[src/rtl/aso_pkg.sv]
// Shared types and fixed-point constants for the ASO scheduler.
// aso_calc computes one rounded result from a sample and its fourth-oldest history.
package aso_pkg;

    localparam int ZW          = 11;
    localparam int PW          = 12;
    localparam int FRAC        = 10;
    localparam int ROUND_CONST = 512;

    typedef logic signed [ZW-1:0]   sample_t;
    typedef logic signed [2*ZW-1:0] prod_t;
    typedef logic signed [PW-1:0]   result_t;

    // The difference wraps at ZW bits before the multiply.
    function automatic result_t aso_calc(input sample_t s, input sample_t h4);
        sample_t d;
        prod_t   prod;
        prod_t   acc;
        d    = s - h4;
        prod = prod_t'(d) * prod_t'(s);
        acc  = prod + prod_t'(ROUND_CONST);
        return result_t'(acc[2*ZW-1:FRAC]);
    endfunction

endpackage

[src/rtl/aso_sched_if.sv]
// Sample-in / result-out handshake bundle for aso_sched.
interface aso_sched_if #(
    parameter int NCH = 4,
    parameter int ZW  = 11,
    parameter int PW  = 12
);
    localparam int CW = (NCH > 1) ? $clog2(NCH) : 1;

    logic [NCH-1:0][ZW-1:0] z;
    logic [NCH-1:0]         z_valid;
    logic [NCH-1:0]         z_ready;
    logic signed [PW-1:0]   p;
    logic [CW-1:0]          p_ch;
    logic                   p_valid;
    logic                   p_ready;

    modport master (output z, z_valid, p_ready, input z_ready, p, p_ch, p_valid);
    modport slave  (input z, z_valid, p_ready, output z_ready, p, p_ch, p_valid);
endinterface

[src/rtl/rr_arbiter.sv]
// Round-robin arbiter: searches from ptr, grants at most one requester when en,
// then moves ptr to one past the granted index.
module rr_arbiter #(
    parameter int NCH = 4,
    parameter int CW  = (NCH > 1) ? $clog2(NCH) : 1
) (
    input  logic           clk,
    input  logic           rst,
    input  logic           clr,
    input  logic           en,
    input  logic [NCH-1:0] req,
    output logic [NCH-1:0] gnt,
    output logic [CW-1:0]  gnt_idx,
    output logic           gnt_vld
);

    logic [CW-1:0] ptr_r;
    logic [CW-1:0] ptr_nxt_s;

    // First requester at or after the pointer, wrapping around.
    always_comb begin
        int cand;
        cand    = 0;
        gnt_vld = 1'b0;
        gnt_idx = {CW{1'b0}};
        for (int i = 0; i < NCH; i++) begin
            cand = int'(ptr_r) + i;
            if (cand >= NCH) begin
                cand = cand - NCH;
            end else begin
                cand = cand;
            end
            if (en && !gnt_vld && req[cand]) begin
                gnt_vld = 1'b1;
                gnt_idx = CW'(cand);
            end else begin
                gnt_vld = gnt_vld;
            end
        end
        gnt = gnt_vld ? (NCH'(1'b1) << gnt_idx) : {NCH{1'b0}};
    end

    assign ptr_nxt_s = (gnt_idx == CW'(NCH - 1)) ? {CW{1'b0}} : gnt_idx + CW'(1'b1);

    // Pointer register, advanced only on a grant.
    always_ff @(posedge clk or negedge rst) begin
        if (!rst) begin
            ptr_r <= {CW{1'b0}};
        end else if (clr) begin
            ptr_r <= {CW{1'b0}};
        end else if (gnt_vld) begin
            ptr_r <= ptr_nxt_s;
        end
    end

endmodule

[src/rtl/aso_sched.sv]
// Multi-channel ASO scheduler: per-channel sample holding and 4-deep history,
// one shared datapath issued round-robin, registered result with backpressure.
module aso_sched #(
    parameter int NCH = 4,
    parameter int ZW  = 11,
    parameter int PW  = 12
) (
    input  logic      clk,
    input  logic      rst,
    input  logic      clr,
    aso_sched_if.slave bus
);
    import aso_pkg::*;

    localparam int CW = (NCH > 1) ? $clog2(NCH) : 1;

    logic [NCH-1:0]       pend_r;
    logic signed [ZW-1:0] hold_r [NCH];
    logic signed [ZW-1:0] hist_r [NCH][4];
    logic signed [PW-1:0] p_r;
    logic [CW-1:0]        p_ch_r;
    logic                 p_valid_r;

    logic                 issue_en_s;
    logic [NCH-1:0]       cap_s;
    logic [NCH-1:0]       gnt_s;
    logic [CW-1:0]        gnt_idx_s;
    logic                 gnt_vld_s;
    logic signed [PW-1:0] res_s;

    // A stalled result blocks issue; clear blocks everything.
    assign issue_en_s = (|pend_r) && (!p_valid_r || bus.p_ready) && !clr;
    assign cap_s      = bus.z_valid & ~pend_r;
    assign res_s      = aso_calc(hold_r[gnt_idx_s], hist_r[gnt_idx_s][3]);

    rr_arbiter #(.NCH(NCH), .CW(CW)) u_arb (
        .clk     (clk),
        .rst     (rst),
        .clr     (clr),
        .en      (issue_en_s),
        .req     (pend_r),
        .gnt     (gnt_s),
        .gnt_idx (gnt_idx_s),
        .gnt_vld (gnt_vld_s)
    );

    // Per-channel capture, pending flag and history shift on issue.
    always_ff @(posedge clk or negedge rst) begin
        if (!rst) begin
            pend_r <= {NCH{1'b0}};
            for (int c = 0; c < NCH; c++) begin
                hold_r[c] <= {ZW{1'b0}};
                for (int k = 0; k < 4; k++) hist_r[c][k] <= {ZW{1'b0}};
            end
        end else if (clr) begin
            pend_r <= {NCH{1'b0}};
            for (int c = 0; c < NCH; c++) begin
                hold_r[c] <= {ZW{1'b0}};
                for (int k = 0; k < 4; k++) hist_r[c][k] <= {ZW{1'b0}};
            end
        end else begin
            for (int c = 0; c < NCH; c++) begin
                if (cap_s[c]) begin
                    hold_r[c] <= $signed(bus.z[c]);
                    pend_r[c] <= 1'b1;
                end else if (gnt_s[c]) begin
                    pend_r[c]    <= 1'b0;
                    hist_r[c][0] <= hold_r[c];
                    hist_r[c][1] <= hist_r[c][0];
                    hist_r[c][2] <= hist_r[c][1];
                    hist_r[c][3] <= hist_r[c][2];
                end
            end
        end
    end

    // Result register; holds while valid and not accepted.
    always_ff @(posedge clk or negedge rst) begin
        if (!rst) begin
            p_r       <= {PW{1'b0}};
            p_ch_r    <= {CW{1'b0}};
            p_valid_r <= 1'b0;
        end else if (clr) begin
            p_valid_r <= 1'b0;
        end else if (gnt_vld_s) begin
            p_r       <= res_s;
            p_ch_r    <= gnt_idx_s;
            p_valid_r <= 1'b1;
        end else if (bus.p_ready) begin
            p_valid_r <= 1'b0;
        end
    end

    assign bus.z_ready = ~pend_r;
    assign bus.p       = p_r;
    assign bus.p_ch    = p_ch_r;
    assign bus.p_valid = p_valid_r;

endmodule

[src/flat_wrapper.sv]
// flat-port wrapper written by rule: the top's interface ports become plain ports
module aso_sched_flat import aso_pkg::*;
#(
    parameter int NCH = 4,
    parameter int ZW  = 11,
    parameter int PW  = 12
)
  (clk, rst, clr, bus_z, bus_z_valid, bus_p_ready, bus_z_ready, bus_p, bus_p_ch, bus_p_valid);
  aso_sched_if #(.NCH(NCH), .ZW(ZW), .PW(PW)) bus_i ();
  input  logic clk;
  input  logic rst;
  input  logic clr;
  input wire logic [$bits(bus_i.z)-1:0] bus_z;
  input wire logic [$bits(bus_i.z_valid)-1:0] bus_z_valid;
  input wire logic [$bits(bus_i.p_ready)-1:0] bus_p_ready;
  output wire logic [$bits(bus_i.z_ready)-1:0] bus_z_ready;
  output wire logic [$bits(bus_i.p)-1:0] bus_p;
  output wire logic [$bits(bus_i.p_ch)-1:0] bus_p_ch;
  output wire logic [$bits(bus_i.p_valid)-1:0] bus_p_valid;
  assign bus_i.z = bus_z;
  assign bus_i.z_valid = bus_z_valid;
  assign bus_i.p_ready = bus_p_ready;
  assign bus_z_ready = bus_i.z_ready;
  assign bus_p = bus_i.p;
  assign bus_p_ch = bus_i.p_ch;
  assign bus_p_valid = bus_i.p_valid;
  aso_sched #(.NCH(NCH), .ZW(ZW), .PW(PW)) u_core (.clk(clk), .rst(rst), .clr(clr), .bus(bus_i));
endmodule
[config.mk]
export PLATFORM = sky130hd
export DESIGN_NAME = aso_sched_flat
export DESIGN_NICKNAME = d
export VERILOG_FILES = /design/src/rtl/aso_pkg.sv /design/src/rtl/aso_sched_if.sv /design/src/rtl/rr_arbiter.sv /design/src/rtl/aso_sched.sv /design/src/flat_wrapper.sv
export SDC_FILE = /design/constraint.sdc
export NUM_CORES = 1
export LEC_CHECK = 0
export CORE_UTILIZATION = 30
export CTS_BUF_LIST = sky130_fd_sc_hd__clkbuf_4
export DETAILED_ROUTE_END_ITERATION = 10
export PLACE_DENSITY = 0.56
export SLEW_MARGIN = 10
export SYNTH_ARGS = -nofsm -noshare
export SYNTH_HDL_FRONTEND = slang
export SYNTH_SLANG_ARGS = --single-unit
export TNS_END_PERCENT = 5
[constraint.sdc]
create_clock -name clk -period 23.5 [get_ports clk]
set_input_delay 2.35 -clock clk [delete_from_list [all_inputs] [get_ports clk]]
set_output_delay 2.35 -clock clk [all_outputs]
set_load 0.01 [all_outputs]
==> summary.txt <==
Timing
  – Fin crit period: 11.77 ns
  – Fin. max-slew vios: 0
  – RSZ-0062 raised after global routing: no
  – Max_slew headroom: 33.6%
  – Final setup violation count: 0
  – Skew final: 0.0589 ns
  – Worst Tran Pin Value: 0.996 ns
  – Hold violation total from the final report: 0
  – Hold_ws: 0.443 ns
  – Final setup TNS: 0 ns
  – Setup ws final: 11.73 ns
  – Fmax: 0.0849 GHz
  – Final Cycle Share: 50.1%

Finish
  – FF/Latch Area: 6030 sq um
  – Share of layout cells above drive strength 1: 7.51%
  – Fin area: 17400 sq um
  – Multi-input gate area: 8340 sq um
  – Fill cell count: 5326
  – Layout area overhead: 13.7%
  – Nets: 2078

Power and ir drop
  – Switching Share: 44.1%
  – Seq pwr share: 21.6%
  – Net Switching: 0.929 mW
  – Combinational cell fraction of total power: 60.6%
  – Clock power frac: 17.8%
  – P per Cell Area: 121 nW/um^2
  – Pwr Total: 2.11 mW
  – Lkg Pwr: 8.04 nW
  – Maximum VDD drop: 0.0000863 V
  – Internal power: 1.18 mW

Drt
  – Wire length per cell: 15.4 um
  – Antenna viol nets, final: 0
  – Via/cell ratio: 4.66
  – Pre-antenna DRT Iters: 6
  – Drt initial violations: 932
  – Routed WL: 39600 um
  – DR DRC count: 0
  – Vias: 11946

Setup path
  – Crit-path max FO: 29
  – Critical Path RT: 24.13 ns
  – R2R setup slack: 13.19 ns
  – Cell mode on critical path: fa_1
  – Worst path arrival time: 12.41 ns
  – Reg2Reg Depth: 33
  – Worst setup EP type: flop
  – Crit path kind: in2reg
  – Reg2reg end: u_core.bus.p[11]
  – CP max stage cell: o211a_1
  – Crit path largest cell delay: 0.80 ns
  – Reg2reg start: u_core.pend_r[3]
  – Worst setup SP type: input pin

Floorplanning
  – Die Width: 228 um
  – Core area: 50300 sq um
  – Die H: 228 um
  – DIE AREA: 52000 sq um
  – FP Rows: 82
  – Initial Utilization: 30.5%
  – I/O pin count: 71

CTS
  – CTS H-tree lvls: 3
  – CTS Hold Bufs: 0
  – TritonCTS clock tree: built
  – Clk Tree Root Cell: clkbuf_4
  – Worst-path clk slew: 0.06 ns
  – CTS Sinks: 241
  – Max Buffers Root-to-Sink: 3
  – Setup bufs post-CTS: 0
  – Worst skew pair latency: 0.73 ns
  – Cts repair resizes: 0
  – TritonCTS Buffers: 69

Global route
  – Vias in the first global route: 12207
  – GRT Overall Usage: 15.7%
  – Total grt overflow: 0
  – First-pass GRT wire length: 65100 um
  – Initial antenna violation count: 1
  – Largest net degree at the start of global routing: 122

Logic synthesis
  – Ys async rst share: 100%
  – Count leader, synth: nand2_1
  – Mapped Cells: 1794
  – Synth Warn #: 0
  – Post-synth EDFFs: 0
  – Yosys cell types: 61
  – Most common flop cell mapped by yosys: dfrtp_1
  – Synth Register Bits: 241
  – Area contributors post-synth: dfrtp_1, nand2_1, fa_1
  – Post-synthesis sequential area ratio: 39.3%
  – Synth cell count leaders: nand2_1, dfrtp_1, o21ai_0, inv_1, fa_1
  – Synth top area share: 39.3%
  – Syn Area/Cell: 8.55 sq um
  – Syn Std Cell Area: 15300 sq um
  – Synth area leader: dfrtp_1
  – Mapped Nets: 2021

Place
  – Post-place instance area: 16600 sq um
  – Pre-CTS setup slack: 11.00 ns
  – RePlAce Congestion: 0.861
  – Post-DP HPWL: 28200 um
  – Port Buffers: 70

Status
  – Outcome: finished clean

Worst hold path
  – Class of the worst hold path: reg2reg
  – Hold wc startpoint: u_core.hist_r[129]
  – WHS Path Cells: 2
  – WHS Endpoint: u_core.hist_r[118]

Flow run
  – Max_cap viols: 0
critical path: cells and delay by family:
| family | cells | cell delay (ns) |
|---|---|---|
| muxes | 2 | 0.51 |
| buffers and inverters | 6 | 1.31 |
| AOI/OAI and AO/OA | 13 | 3.62 |
| and+or+nand+nor | 4 | 0.75 |
| xor gates and xnor gates | 2 | 0.68 |
| adders and majority gates | 7 | 3.17 |
layer usage:
layer  track usage, %  part of all wire [%]  vias up
li1                 -                     -     5817
met1             20.9                    47     5817
met2             25.7                    47      240
met3             2.84                   4.2       72
met4             5.03                   2.4        0
met5                0                     0        -
metrics by stage:
stage | cells | utilization [%]
2_1_floorplan | 1794 | -
5_1_grt | 2565 | 34.7
4_1_cts | 2564 | 34.7
3_5_place_dp | 2452 | 33.1
3_3_place_gp | 2452 | 33.1
6_report | 2565 | 34.7
cell type report:
type	count	share of cell area [%]
flip-flops and latches	241	34.6
clock inverters	17	0.567
clock buffers	95	4.09
diodes	1	0.0144
well taps	672	4.82
inverters	153	3.31
repair buffers	88	4.79
multi-input cells	1298	47.8
layout by cell type (no fill, tap or decap), types with 2 or more instances in the layout:
master           netlist  layout
clkbuf_4               0      95
dfrtp_1              241     241
nor3_1                 8       8
clkinv_1               1      11
a31oi_1                7       7
and3_1                12       8
o21a_1                 3       3
nor2b_1               16      16
buf_4                  1      18
a21oi_1               58      58
clkdlybuf4s50_1        0      68
or2_2                  2       2
and2_1                14      14
inv_1                148     148
mux2i_1               14      14
nor2_1                62      62
nand2_1              607     607
o22ai_1                2       2
nand4_1                2       2
a21boi_0               2       2
or3_1                  2       2
xnor2_1               36      36
o31ai_1                3       3
a21o_1                11      11
nand2b_1               4       4
xor2_1                14      14
nand3_1               13      13
inv_2                  4       7
fa_1                 107     107
ha_1                  68      68
o211ai_1               3       3
and3_2                 0       4
o21ai_0              201     201
cell families (layout without fill, tap and decap cells):
| logic type | count (synthesis) | count (layout) | synth area share [%] |
|---|---|---|---|
| AND/OR/NAND/NOR | 750 | 750 | 19.6 |
| AO/OA/AOI/OAI | 303 | 303 | 10.8 |
| buffers and inverters | 255 | 353 | 6.33 |
| flip-flops | 241 | 241 | 39.3 |
| adder cells (fa/ha/maj) | 176 | 176 | 19.6 |
| XOR/XNOR | 52 | 52 | 3.14 |
| multiplexers | 17 | 17 | 1.22 |
| other | 0 | 1 | 0 |
sequential cells by signal (all words and copies together) (netlist names):
register / flops
u_core.hist_r: 176
u_core.bus.p: 12
u_core.bus.p_valid: 1
u_core.bus.p_ch: 2
u_core.pend_r: 4
u_core.u_arb.ptr_r: 2
u_core.hold_r: 44
how the worst max path moves through the flow:
stage	from	end	slack, ns
floorplan	clr	u_core.bus.p[11]	12.64
global placement	bus_p_ready	u_core.bus.p[11]	11.39
detailed placement	bus_p_ready	u_core.bus.p[11]	11.00
CTS	bus_p_ready	u_core.bus.p[11]	11.80
global route	bus_p_ready	u_core.bus.p[11]	11.07
finish	bus_p_ready	u_core.bus.p[11]	11.73
power by group through the flow:
| stage | Sequential, mW | Combinational, mW | Clock, mW |
|---|---|---|---|
| 5_1_grt | 0.457 | 1.49 | 0.414 |
| 2_1_floorplan | 0.459 | 0.969 | 0 |
| 3_5_place_dp | 0.463 | 1.29 | 0 |
| 4_1_cts | 0.455 | 1.30 | 0.392 |
| 3_3_place_gp | 0.463 | 1.28 | 0 |
| 6_report | 0.454 | 1.28 | 0.376 |
Power figures use the tool's default switching activity.
==> variant 1 (same flow settings) <==
Make the reset (`rst`) synchronous in 3 clocked blocks.
--- a/src/rtl/rr_arbiter.sv
+++ b/src/rtl/rr_arbiter.sv
@@ -45,3 +45,3 @@
     // Pointer register, advanced only on a grant.
-    always_ff @(posedge clk or negedge rst) begin
+    always_ff @(posedge clk) begin
         if (!rst) begin
--- a/src/rtl/aso_sched.sv
+++ b/src/rtl/aso_sched.sv
@@ -47,3 +47,3 @@
     // Per-channel capture, pending flag and history shift on issue.
-    always_ff @(posedge clk or negedge rst) begin
+    always_ff @(posedge clk) begin
         if (!rst) begin
@@ -77,3 +77,3 @@
     // Result register; holds while valid and not accepted.
-    always_ff @(posedge clk or negedge rst) begin
+    always_ff @(posedge clk) begin
         if (!rst) begin
Check against the original RTL: not equivalent (Yosys sat finds a counterexample within 4 cycles, from zero or initial values and one cycle with rst low; the reset may be asserted at any time).
==> variant 1 against the original RTL <==
Cell area fell by 1.5%; final cell count fell by 16%; core utilization rose by 0.48 points; sequential power rose by 9.9%; worst setup slack got worse by 0.27 ns; sequential cell count did not move; power fell by 12%; wire length fell by 15%; area after synthesis fell by 3.2%; maximum frequency fell by 2.2%; critical path type unchanged; largest cell class unchanged; largest power group unchanged; highest routed layer unchanged.
==> variant 1: results (changes against the original RTL) <==
Mapped Nets=1554 (-23%); register area share after synthesis=46.6% (+7.3 points); uppermost layer routed=met4; clock skew=0.0705 ns (+0.0116 ns); leakage power=7.29 nW (-9.3%); worst reg2reg path endpoint=u_core.bus.p[11]; met3 Resource Use GR=3.02% (+0.18 points); number of global-route vias before repair=10100 (-17%); data arrival time of the worst path=12.60 ns (+0.19 ns); register-to-register setup slack=13.06 ns (-0.13 ns); ratio of routed vias to standard cells=4.45 (-4.5%); routed length on met1=15.2 mm (-18%); global-route usage over all layers=14.2% (-1.5 points); minimum setup slack after placement=10.40 ns (-0.602 ns); met3 layer wire length in the routed design=1.29 mm (-22%); Worst Max-Slew Pin Slew=0.887 ns (-0.109 ns); wire per inst=15.7 um (+1.8%); met2 routed WL=16.1 mm (-13%); Unique masters post-synth=57 (-6.6%); Setup Fix Bufs, Post-CTS=0 (unchanged); count of TritonRoute iterations in the first routing pass=5 (-1); HPWL Detailed=24.5 mm (-13%); Most used DFF post-synth=edfxtp_1; worst reg2reg startpoint=u_core.pend_r[0]; critical path fanouts, max=48 (+66%); cell class contributing the biggest share of worst-path delay=adder cells; number of synthesized flops with an enable pin=209 (+209); antenna violations before repair=2 (+1); GRT met2 Usage=23.3% (-2.4 points); Avg Inst Size Synth=11.2 sq um (+31%); pin count of the biggest net entering global routing=60 (-51%); share of post-route cells with drive strength above 1=10.6% (+3.1 points); worst reg2reg path depth=30 (-9.1%); cell area after placement=16300 sq um (-2.1%); Setup WS post-layout=11.46 ns (-0.270 ns); insertion delay to the later sink of the worst-skew pair=0.73 ns (about the same); wire length of the first global-routing pass=55.2 mm (-15%); global placer's final weighted congestion=0.814 (-5.5%); cts bufs inserted=66 (-4.3%); routing usage on met1=18.2% (-2.8 points); Crit path largest cell delay=0.76 ns (-0.04 ns); number of warnings issued by yosys=0 (unchanged); filler-free cell count of the finished design=2142 (-16%); share of synthesized flip-flops with an asynchronous set or reset=0% (-100 points); Area contributors post-synth=edfxtp_1 (42%), fa_1 (14%), and2_1 (6.0%), ha_1 (5.6%), nand2_1 (4.5%); Worst IR Drop VDD=0.128 mV (+48%); run status=complete, no violations
## variant 1: changes by cell type in the layout (fill, tap and decap cells not counted), sizes merged, moves of 32 or more
cell    before  now
nand2      607  179
dfrtp      241    0
o21ai      202   32
and2        14  143
nor2b       16   96
dfxtp        0   32
edfxtp       0  209
## variant 1: report_power, final
part	internal [mW]	switching [mW]	leakage [nW]
Combinational	0.394	0.553	4.16
Sequential	0.488	0.0110	2.60
Clock	0.224	0.176	0.527
Total	1.11	0.740	7.29
## variant 1: kinds of logic after synthesis
group / share of synthesized area, %
AO/OA/AOI/OAI: 5.49
AND/OR/NAND/NOR: 18.1
XOR/XNOR: 2.34
multiplexers: 1.87
flip-flops: 46.6
adder cells (fa/ha/maj): 20.2
buffers and inverters: 5.47
## variant 1: area by class of cell
cell class,instances,area [sq um]
Antenna cell,4,10.0
Clock buffer,105,788
Clock inverter,10,103
Fill cell,4961,31700
Inverter,141,529
Multi-Input combinational cell,887,7150
Sequential cell,241,6920
Tap cell,664,831
Timing Repair Buffer,90,851
## variant 1: how the worst min path moves through the flow
stage / startpoint / to / slack (ns) / cells after the start
2_1_floorplan: u_core.hold_r[2][0] / u_core.hold_r[2][0] / 0.44 / 2
3_3_place_gp: u_core.bus.p[8] / u_core.bus.p[8] / 0.46 / 2
3_5_place_dp: u_core.bus.p[8] / u_core.bus.p[8] / 0.46 / 2
4_1_cts: u_core.bus.p[8] / u_core.bus.p[8] / 0.47 / 2
5_1_grt: u_core.bus.p[8] / u_core.bus.p[8] / 0.48 / 2
6_report: u_core.bus.p[8] / u_core.bus.p[8] / 0.46 / 2
## variant 1: tightest hold or removal path, stage by stage, from the launching register on
cell and delay [ns]:
dfxtp_1 0.31, nand3_1 0.06, nand2_1 0.05
==> variant 2 (config.mk and constraints unchanged) <==
Without the edit above. `PW` is set to 12 in 4 places; all go to 14.
--- a/src/rtl/aso_pkg.sv
+++ b/src/rtl/aso_pkg.sv
@@ -5,3 +5,3 @@
     localparam int ZW          = 11;
-    localparam int PW          = 12;
+    localparam int PW          = 14;
     localparam int FRAC        = 10;
--- a/src/rtl/aso_sched_if.sv
+++ b/src/rtl/aso_sched_if.sv
@@ -4,3 +4,3 @@
     parameter int ZW  = 11,
-    parameter int PW  = 12
+    parameter int PW  = 14
 );
--- a/src/rtl/aso_sched.sv
+++ b/src/rtl/aso_sched.sv
@@ -5,3 +5,3 @@
     parameter int ZW  = 11,
-    parameter int PW  = 12
+    parameter int PW  = 14
 ) (
--- a/src/flat_wrapper.sv
+++ b/src/flat_wrapper.sv
@@ -5,3 +5,3 @@
     parameter int ZW  = 11,
-    parameter int PW  = 12
+    parameter int PW  = 14
 )
Ports: changed (resized bus_p); port bits go from 71 to 73. No check against the original RTL was run, so the function may have changed too.
==> variant 2 against the original RTL <==
Wire length rose by 1.5%; global-route usage rose by 0.22 points; worst setup slack got worse by 0.0010 ns; critical path depth rose by 2; area after synthesis barely moved; cell area rose by 0.36%; sequential share of layout area fell by 0.12 points; sequential cell count did not move; power rose by 0.95%; count of clock-buffer cells in the layout rose by 4; critical endpoint unchanged; largest cell class unchanged.
==> variant 2: results (changes against the original RTL) <==
run status=complete, no violations; share of post-route cells with drive strength above 1=7.75% (+0.25 points); Remaining DRCs=0 (unchanged); global placer's final weighted congestion=0.880 (+2.2%); fin nets=2080 (+0.096%); initial drt markers=750 (-20%); leakage power=8.07 nW (+0.31%); wire per inst=15.6 um (+1.4%); post-placement cell count=2453 (+0.041%); Mapped Nets=2023 (+0.099%); critical path fanouts, max=29 (unchanged); insertion delay to the later sink of the worst-skew pair=0.75 ns (+0.02 ns); worst reg2reg path depth=35 (+6.1%); cts bufs inserted=70 (+1.4%); worst hold path startpoint=u_core.hist_r[22]; pin count of the biggest net entering global routing=149 (+22%); number of global-route vias before repair=12300 (+0.99%); antenna violations before repair=1 (unchanged); worst reg2reg startpoint=u_core.pend_r[1]; slowest stage cell, crit path=o211a_1; Area contributors post-synth=dfrtp_1 (39%), nand2_1 (15%), fa_1 (14%), o21ai_0 (6.6%), ha_1 (5.5%); number of cells produced by synthesis=1796 (+0.11%); Most used DFF post-synth=dfrtp_1; share of synthesized flip-flops with an asynchronous set or reset=100% (unchanged); Worst IR Drop VDD=0.101 mV (+17%); Setup WS post-layout=11.72 ns (-0.00100 ns); data arrival time of the worst path=12.44 ns (+0.03 ns); count of final max-slew check failures=0 (unchanged); Net Sw Frac=44.2% (+0.095 points); minimum setup slack after placement=11.06 ns (+0.0588 ns); sink of the worst hold path=u_core.hist_r[11]; register area share after synthesis=39.3% (about the same); H-tree levels=3 (unchanged); top cells by count, synth=nand2_1 (607), dfrtp_1 (241), o21ai_0 (201); HPWL Detailed=28.5 mm (+1.1%); clock skew=0.0580 ns (-0.000919 ns); cell area after placement=16600 sq um (+0.15%); wire length of the first global-routing pass=66.0 mm (+1.3%); total vias in the final route=11900 (-0.42%); Crit path largest cell delay=0.78 ns (-0.02 ns); flip-flop count of the largest register after layout=176 (unchanged); Slew headroom=27.1% (-6.5 points); hold slack=0.451 ns (+0.00843 ns); CTS clk-pin slew, worst paths=0.08 ns (+0.02 ns); Setup Fix Bufs, Post-CTS=0 (unchanged); PostCTS Resize Cnt=0 (unchanged); number of port buffers=72 (+2.9%); number of warnings issued by yosys=0 (unchanged); count of TritonRoute iterations in the first routing pass=5 (-1); global-route usage over all layers=15.9% (+0.22 points); ratio of routed vias to standard cells=4.63 (-0.57%); Layout fillers=5345 (+0.36%)
[variant 2: cell families (layout without fill, tap and decap cells)]
kind of cell / count (synthesis) / in the layout / share of synthesized area [%]
multiplexers: 17 / 17 / 1.22
buffers and inverters: 257 / 357 / 6.42
flip-flops: 241 / 241 / 39.3
AO/OA/AOI/OAI: 303 / 303 / 10.7
other: 0 / 1 / 0
AND/OR/NAND/NOR: 750 / 750 / 19.6
adder cells (fa/ha/maj): 176 / 176 / 19.6
XOR/XNOR: 52 / 52 / 3.14
[variant 2: critical path, delay by kind of cell]
family	cells	cell delay, ns
xor gates and xnor gates	2	0.67
AOI/OAI and AO/OA	13	3.62
muxes	1	0.27
adders and majority gates	7	3.01
and+or+nand+nor	7	1.33
buffers and inverters	6	1.17
[variant 2: metal layers]
layer | routed length [um] | up-vias | track usage [%]
li1 | - | 5803 | -
met1 | 18600 | 5770 | 21.1
met2 | 18400 | 247 | 25.4
met3 | 1810 | 76 | 3.16
met4 | 1360 | 0 | 6.59
met5 | 0 | - | 0
[variant 2: cell type report]
cell class | instances | area, sq um | area share, %
Antenna cell | 1 | 2.50 | 0.0143
Clock buffer | 99 | 743 | 4.25
Clock inverter | 16 | 106 | 0.608
Inverter | 153 | 577 | 3.30
Multi-Input combinational cell | 1298 | 8340 | 47.6
Sequential cell | 241 | 6030 | 34.5
Tap cell | 672 | 841 | 4.81
Timing Repair Buffer | 89 | 861 | 4.92
[variant 2: power groups by stage]
stage                     logic (mW)  registers [mW]  clock network (mW)
after floorplan                0.972           0.460                   0
after global placement          1.27           0.463                   0
after detailed placement        1.29           0.463                   0
after CTS                       1.30           0.456               0.409
after global routing            1.47           0.458               0.429
final                           1.28           0.455               0.391
